$ cat config.mk
export PLATFORM = sky130hd
export DESIGN_NAME = ctx_switch_ctrl_flat
export DESIGN_NICKNAME = d
export VERILOG_FILES = /design/src/rtl/ctx_switch_if.sv /design/src/rtl/ctx_switch_ctrl.sv /design/src/flat_wrapper.sv
export SDC_FILE = /design/constraint.sdc
export NUM_CORES = 1
export LEC_CHECK = 0
export ABC_CLOCK_PERIOD_IN_PS = 4100
export CAP_MARGIN = 20
export CORE_UTILIZATION = 35
export DETAILED_ROUTE_END_ITERATION = 8
export PLACE_DENSITY = 0.53
export SKIP_CTS_REPAIR_TIMING = 1
export SYNTH_ARGS = -nofsm -noshare
export SYNTH_HDL_FRONTEND = slang
export SYNTH_SLANG_ARGS = --single-unit
$ cat constraint.sdc
create_clock -name clk -period 4.1 [get_ports clk]
set_input_delay 0.82 -clock clk [delete_from_list [all_inputs] [get_ports clk]]
set_output_delay 0.82 -clock clk [all_outputs]
set_load 0.05 [all_outputs]
$ cat src/rtl/ctx_switch_if.sv
// Context-switch bus: scheduler request/response plus register-file ports.
// The master side is the scheduler/register-file environment; the slave
// side is the context-switch sequencer.
interface ctx_switch_if #(
   parameter int NUM_THREADS = 4,
   parameter int NUM_REGS    = 8,
   parameter int DATA_W      = 32
);
   localparam int TID_W = $clog2(NUM_THREADS);
   localparam int RA_W  = $clog2(NUM_REGS);

   // scheduler request / response
   logic                   req_valid;
   logic                   req_ready;
   logic                   req_save;
   logic [TID_W-1:0]       req_save_tid;
   logic                   req_restore;
   logic [TID_W-1:0]       req_restore_tid;
   logic                   done;
   logic                   err;
   logic                   busy;
   logic [NUM_THREADS-1:0] ctx_valid;

   // register file ports
   logic [RA_W-1:0]        rf_rd_addr;
   logic [DATA_W-1:0]      rf_rd_data;
   logic                   rf_wr_en;
   logic [RA_W-1:0]        rf_wr_addr;
   logic [DATA_W-1:0]      rf_wr_data;

   modport master (
      output req_valid, req_save, req_save_tid, req_restore, req_restore_tid,
      output rf_rd_data,
      input  req_ready, done, err, busy, ctx_valid,
      input  rf_rd_addr, rf_wr_en, rf_wr_addr, rf_wr_data
   );

   modport slave (
      input  req_valid, req_save, req_save_tid, req_restore, req_restore_tid,
      input  rf_rd_data,
      output req_ready, done, err, busy, ctx_valid,
      output rf_rd_addr, rf_wr_en, rf_wr_addr, rf_wr_data
   );
endinterface

$ cat src/rtl/ctx_switch_ctrl.sv
// Thread context-switch sequencer. Streams the active register file into a
// per-thread context slot (SAVE), then streams a saved slot back into the
// register file (RESTORE). Owns the context store and per-slot valid bits.
module ctx_switch_ctrl #(
   parameter int NUM_THREADS = 4,
   parameter int NUM_REGS    = 8,
   parameter int DATA_W      = 32
) (
   input  logic          clk,
   input  logic          rst,
   ctx_switch_if.slave   bus
);
   localparam int TID_W = $clog2(NUM_THREADS);
   localparam int RA_W  = $clog2(NUM_REGS);

   localparam logic [1:0] S_IDLE    = 2'd0;
   localparam logic [1:0] S_SAVE    = 2'd1;
   localparam logic [1:0] S_RESTORE = 2'd2;
   localparam logic [1:0] S_DONE    = 2'd3;

   // SAVE runs one extra cycle to absorb the register-file read latency
   localparam logic [RA_W:0] CNT_SAVE_LAST    = (RA_W+1)'(NUM_REGS);
   localparam logic [RA_W:0] CNT_RESTORE_LAST = (RA_W+1)'(NUM_REGS - 1);

   logic [1:0]             state;
   logic [1:0]             state_nxt;
   logic [RA_W:0]          cnt;

   logic                   restore_q;
   logic [TID_W-1:0]       save_tid_q;
   logic [TID_W-1:0]       restore_tid_q;
   logic                   err_q;
   logic [NUM_THREADS-1:0] ctx_valid_q;

   logic [DATA_W-1:0]      store [NUM_THREADS][NUM_REGS];

   logic                   accept;
   logic                   restore_ok;
   logic                   save_last;
   logic                   save_wr;
   logic [RA_W-1:0]        save_idx;
   logic [RA_W-1:0]        cnt_lo;
   logic                   wr_active;

   assign accept     = bus.req_valid && (state == S_IDLE);
   assign restore_ok = ctx_valid_q[restore_tid_q];
   assign cnt_lo     = cnt[RA_W-1:0];
   assign save_last  = (state == S_SAVE) && (cnt == CNT_SAVE_LAST);
   // read data lags the address by one cycle, so cnt k writes word k-1
   assign save_wr    = (state == S_SAVE) && (cnt != '0);
   assign save_idx   = cnt_lo - RA_W'(1);
   // validity cannot change while restoring, so it gates every write cycle
   assign wr_active  = (state == S_RESTORE) && restore_ok;

   // next-state selection
   always_comb begin
      state_nxt = state;
      case (state)
         S_IDLE: begin
            if (accept) begin
               if (bus.req_save)         state_nxt = S_SAVE;
               else if (bus.req_restore) state_nxt = S_RESTORE;
               else                      state_nxt = S_DONE;
            end
         end
         S_SAVE: begin
            if (save_last) state_nxt = restore_q ? S_RESTORE : S_DONE;
         end
         S_RESTORE: begin
            if (!restore_ok || (cnt == CNT_RESTORE_LAST)) state_nxt = S_DONE;
         end
         default: state_nxt = S_IDLE;
      endcase
   end

   // state register and per-state cycle counter (cleared on every entry)
   always_ff @(posedge clk) begin
      if (rst) begin
         state <= S_IDLE;
         cnt   <= '0;
      end else begin
         state <= state_nxt;
         if (state_nxt != state)  cnt <= '0;
         else if (state != S_IDLE) cnt <= cnt + (RA_W+1)'(1);
      end
   end

   // request capture on acceptance; error latched when restore slot is empty
   always_ff @(posedge clk) begin
      if (rst) begin
         restore_q     <= 1'b0;
         save_tid_q    <= '0;
         restore_tid_q <= '0;
         err_q         <= 1'b0;
      end else if (accept) begin
         restore_q     <= bus.req_restore;
         save_tid_q    <= bus.req_save_tid;
         restore_tid_q <= bus.req_restore_tid;
         err_q         <= 1'b0;
      end else if ((state == S_RESTORE) && !restore_ok) begin
         err_q <= 1'b1;
      end
   end

   // slot valid bits: cleared when a save starts, set when it completes
   always_ff @(posedge clk) begin
      if (rst) begin
         ctx_valid_q <= '0;
      end else if (accept && bus.req_save) begin
         ctx_valid_q[bus.req_save_tid] <= 1'b0;
      end else if (save_last) begin
         ctx_valid_q[save_tid_q] <= 1'b1;
      end
   end

   // context store write port (contents are not reset; valid bits guard use)
   always_ff @(posedge clk) begin
      if (save_wr) store[save_tid_q][save_idx] <= bus.rf_rd_data;
   end

   // register-file and scheduler outputs; idle fields are held at zero
   always_comb begin
      bus.rf_rd_addr = '0;
      bus.rf_wr_en   = 1'b0;
      bus.rf_wr_addr = '0;
      bus.rf_wr_data = '0;
      if ((state == S_SAVE) && (cnt < CNT_SAVE_LAST)) bus.rf_rd_addr = cnt_lo;
      if (wr_active) begin
         bus.rf_wr_en   = 1'b1;
         bus.rf_wr_addr = cnt_lo;
         bus.rf_wr_data = store[restore_tid_q][cnt_lo];
      end
   end

   assign bus.req_ready = (state == S_IDLE);
   assign bus.busy      = (state != S_IDLE);
   assign bus.done      = (state == S_DONE);
   assign bus.err       = (state == S_DONE) && err_q;
   assign bus.ctx_valid = ctx_valid_q;

endmodule

$ cat src/flat_wrapper.sv
// flat-port wrapper written by rule: the top's interface ports become plain ports
module ctx_switch_ctrl_flat 
#(
   parameter int NUM_THREADS = 4,
   parameter int NUM_REGS    = 8,
   parameter int DATA_W      = 32
)
  (clk, rst, bus_req_valid, bus_req_save, bus_req_save_tid, bus_req_restore, bus_req_restore_tid, bus_rf_rd_data, bus_req_ready, bus_done, bus_err, bus_busy, bus_ctx_valid, bus_rf_rd_addr, bus_rf_wr_en, bus_rf_wr_addr, bus_rf_wr_data);
  ctx_switch_if #(.NUM_THREADS(NUM_THREADS), .NUM_REGS(NUM_REGS), .DATA_W(DATA_W)) bus_i ();
  input  logic clk;
  input  logic rst;
  input wire logic [$bits(bus_i.req_valid)-1:0] bus_req_valid;
  input wire logic [$bits(bus_i.req_save)-1:0] bus_req_save;
  input wire logic [$bits(bus_i.req_save_tid)-1:0] bus_req_save_tid;
  input wire logic [$bits(bus_i.req_restore)-1:0] bus_req_restore;
  input wire logic [$bits(bus_i.req_restore_tid)-1:0] bus_req_restore_tid;
  input wire logic [$bits(bus_i.rf_rd_data)-1:0] bus_rf_rd_data;
  output wire logic [$bits(bus_i.req_ready)-1:0] bus_req_ready;
  output wire logic [$bits(bus_i.done)-1:0] bus_done;
  output wire logic [$bits(bus_i.err)-1:0] bus_err;
  output wire logic [$bits(bus_i.busy)-1:0] bus_busy;
  output wire logic [$bits(bus_i.ctx_valid)-1:0] bus_ctx_valid;
  output wire logic [$bits(bus_i.rf_rd_addr)-1:0] bus_rf_rd_addr;
  output wire logic [$bits(bus_i.rf_wr_en)-1:0] bus_rf_wr_en;
  output wire logic [$bits(bus_i.rf_wr_addr)-1:0] bus_rf_wr_addr;
  output wire logic [$bits(bus_i.rf_wr_data)-1:0] bus_rf_wr_data;
  assign bus_i.req_valid = bus_req_valid;
  assign bus_i.req_save = bus_req_save;
  assign bus_i.req_save_tid = bus_req_save_tid;
  assign bus_i.req_restore = bus_req_restore;
  assign bus_i.req_restore_tid = bus_req_restore_tid;
  assign bus_i.rf_rd_data = bus_rf_rd_data;
  assign bus_req_ready = bus_i.req_ready;
  assign bus_done = bus_i.done;
  assign bus_err = bus_i.err;
  assign bus_busy = bus_i.busy;
  assign bus_ctx_valid = bus_i.ctx_valid;
  assign bus_rf_rd_addr = bus_i.rf_rd_addr;
  assign bus_rf_wr_en = bus_i.rf_wr_en;
  assign bus_rf_wr_addr = bus_i.rf_wr_addr;
  assign bus_rf_wr_data = bus_i.rf_wr_data;
  ctx_switch_ctrl #(.NUM_THREADS(NUM_THREADS), .NUM_REGS(NUM_REGS), .DATA_W(DATA_W)) u_core (.clk(clk), .rst(rst), .bus(bus_i));
endmodule
==> key figures <==
Worst setup path
  – R2r endpoint: u_core.store[0][64]
  – Max FO, Critical Path: 50
  – Cells on worst reg2reg path: 7
  – CP arrival: 3170 ps
  – Startpoint types: flop
  – Critical path class: reg2out
  – CP Capture Type: primary output
  – Internal reg-to-reg setup slack: 840 ps
  – Crit Reg-Reg Startpoint: u_core.cnt[0]
  – Critical Path RT: 3280 ps

Timing
  – Tmin final: 3990 ps
  – Setup TNS: 0 ps
  – RSZ-0062 raised after global routing: no
  – Slew Limit Fails: 0
  – Worst slew margin: 28.1%
  – Layout Skew: 37.3 ps
  – Final Hold Vio Count: 0
  – Crit share post-route: 97.4%
  – Final setup fails: 0
  – Fmax: 250 MHz
  – Worst-Margin Slew: 1080 ps

Min path
  – Hold path cells: 2
  – Hold EP: u_core.err_q
  – Class of the worst hold path: reg2reg
  – Hold path start: u_core.err_q

Routing
  – DR WL/cell: 26.6 um
  – DRT Pass-1 Iters: 7
  – Drt total wl: 104000 um
  – DRC viols: 1
  – Initial drt markers: 1978
  – Via count: 20900
  – Post-DRT Antenna Nets: 0
  – Via/cell ratio: 5.34

Job
  – Max-cap viol count: 0

Place
  – Gpl congestion: 0.772
  – Area after DPL: 44200 um2
  – Post-DP HPWL: 54700 um
  – Port bufs: 87

Final layout
  – Final instance area: 48000 um2
  – Synth-to-Final Area Change: 18.1%
  – Final nets: 2353
  – Final Core Density: 41.8%
  – Fraction of layout cells with a size suffix above 1: 18.0%
  – Antenna cells: 0

Floorplanning
  – Starting density of the core: 35.4%
  – Die area: 118000 um2
  – Rows: 124
  – Die H: 343 um
  – Core footprint: 115000 um2
  – Number of I/O pins: 88
  – Die X: 343 um

Clock tree
  – Root buffer cell: clkbuf_16
  – Clk slew on worst S/H paths: 60 ps
  – Clock Latency Late Sink: 700 ps
  – CTS tree: yes
  – # clock sinks: 1042
  – CTS Buf Count: 106
  – Max clock buf depth: 3
  – Clock H-tree levels: 3

Pwr
  – LEAKAGE: 0.0145 uW
  – IR drop worst, VDD: 0.313 mV
  – Power Dens Cells: 470 nW/um2

Yosys
  – Post-synth net total: 2197
  – Sequential fraction of the synthesis area: 76.5%
  – Syn Area/Cell: 18.9 um2
  – Syn Std Cell Area: 40700 um2
  – Number of synthesized register bits: 1042
  – YS warnings: 0
  – Post-Synthesis Cells: 2153
  – Unique masters post-synth: 47

Global route
  – Largest net degree at the start of global routing: 73
  – First-pass GRT wire length: 150000 um
  – Vias in the first global route: 21600
  – Overflow after GRT: 0
  – Initial antenna violation count: 2
  – Overall routing resource usage: 17.6%

Status
  – Status: complete, but fails checks
  – Failing checks: DRC
[area by class of cell]
| class | instances | area, um2 |
|---|---|---|
| flip-flops and latches | 1042 | 31100 |
| well taps | 1512 | 1890 |
| multi-input cells | 963 | 9140 |
| repair buffers | 190 | 2380 |
| inverters | 6 | 22.5 |
| fillers | 10100 | 66800 |
| clock buffers | 125 | 2750 |
| clock inverters | 72 | 727 |
[logic make-up after synthesis]
kind of cell    after synthesis  share of synthesized area [%]
mux                         487                           14.2
flops                      1042                           76.5
xor+xnor                      5                          0.108
simple gates                259                           3.53
compound gates              209                           3.84
buf+inv                     148                           1.76
fa+ha+maj                     3                         0.0923
[flip-flops by register name (all words and copies together), names as in the netlist, named ones only]
| name | flops |
|---|---|
| u_core.bus.ctx_valid | 4 |
| u_core.cnt | 4 |
| u_core.err_q | 1 |
| u_core.restore_q | 1 |
| u_core.restore_tid_q | 2 |
| u_core.save_tid_q | 2 |
| u_core.state | 2 |
| u_core.store | 1024 |
[cells in the mapped netlist (all sizes together)]
| cell | number | share of area (%) |
|---|---|---|
| edfxtp | 1024 | 76 |
| mux2i | 387 | 9.5 |
| a22oi | 190 | 3.5 |
| nand4 | 128 | 2.0 |
| buf | 76 | 1.1 |
| mux4 | 67 | 3.7 |
| clkbuf | 66 | 0.62 |
| nor2 | 51 | 0.47 |
| nand3 | 40 | 0.49 |
| mux2 | 33 | 0.91 |
| dfxtp | 18 | 0.89 |
| a21oi | 7 | 0.086 |
| and2 | 6 | 0.092 |
| inv | 6 | 0.055 |
| nand2 | 6 | 0.055 |
| nor3 | 6 | 0.074 |
| nand2b | 4 | 0.062 |
| ha | 3 | 0.092 |
| nand3b | 3 | 0.055 |
| nor2b | 3 | 0.046 |
| nor3b | 3 | 0.055 |
| o21ai | 3 | 0.037 |
| or3 | 3 | 0.046 |
| xnor2 | 3 | 0.065 |
| or2 | 2 | 0.031 |
| or3b | 2 | 0.043 |
| xor2 | 2 | 0.043 |
| a211oi | 1 | 0.018 |
| a21o | 1 | 0.018 |
| a311o | 1 | 0.025 |
| a311oi | 1 | 0.022 |
| a32oi | 1 | 0.022 |
| a41o | 1 | 0.025 |
| and3 | 1 | 0.015 |
| and4b | 1 | 0.025 |
| o2111a | 1 | 0.028 |
| o22ai | 1 | 0.031 |
| o41ai | 1 | 0.022 |
[cells in the final DEF (no fill, tap or decap), types with 4 or more instances in the layout]
master           count
buf_4               76
dfxtp_1             16
nor3_1               6
clkinv_2            20
clkbuf_1            18
nand3_1             40
edfxtp_1          1024
buf_16              11
inv_1                5
clkinv_1            28
and2_1               4
a21oi_1              7
clkbuf_16          109
clkdlybuf4s50_1     55
mux4_2              65
mux2i_1            387
nor2_4              36
nand2_1              6
mux2_2              33
a22oi_1            190
nor2_1              15
clkinvlp_4           4
nand2b_1             4
nand4_1            128
buf_12              43
bufinv_16           10
clkinv_16            4
[per-layer routing]
metal / vias to the layer above / part of all wire [%] / GRT usage [%]
met5: - / 0 / 0
met4: 0 / 2.2 / 4.79
met3: 137 / 4.3 / 2.27
met2: 507 / 50 / 30.1
met1: 11100 / 44 / 23.6
li1: 9186 / - / -
[report_power, final]
part	switching (uW)	leakage, uW	internal [uW]
Combinational	796	0.00351	517
Sequential	39.6	0.00935	11700
Clock	4060	0.00168	5450
Total	4890	0.0145	17700
[critical path, stage by stage, from the launching register on]
cell and delay (ps):
dfxtp_4 640, buf_12 360, buf_12 360, mux2i_1 260, a22oi_1 120, nand4_1 160, nand4_1 230, buf_12 230
[worst max-delay path by stage]
stage                                 to  slack (ps)  cells past startpoint
global route           bus_rf_wr_data[8]           4                      7
detailed placement    bus_rf_wr_data[29]         650                      6
global placement      bus_rf_wr_data[29]         660                      6
CTS                   bus_rf_wr_data[29]         -80                      6
floorplan           u_core.store[3][224]         570                      8
finish                 bus_rf_wr_data[8]         110                      7
[metrics by stage]
stage	hold slack [ps]	cells	total power, uW	setup slack [ps]
after floorplan	464	2153	12800	571
after global placement	477	3697	13200	662
after detailed placement	479	3698	13300	652
after CTS	492	3895	22800	-83.0
after global routing	528	3910	23300	4.49
final	495	3910	22600	106
(Power assumes the default switching activity.)
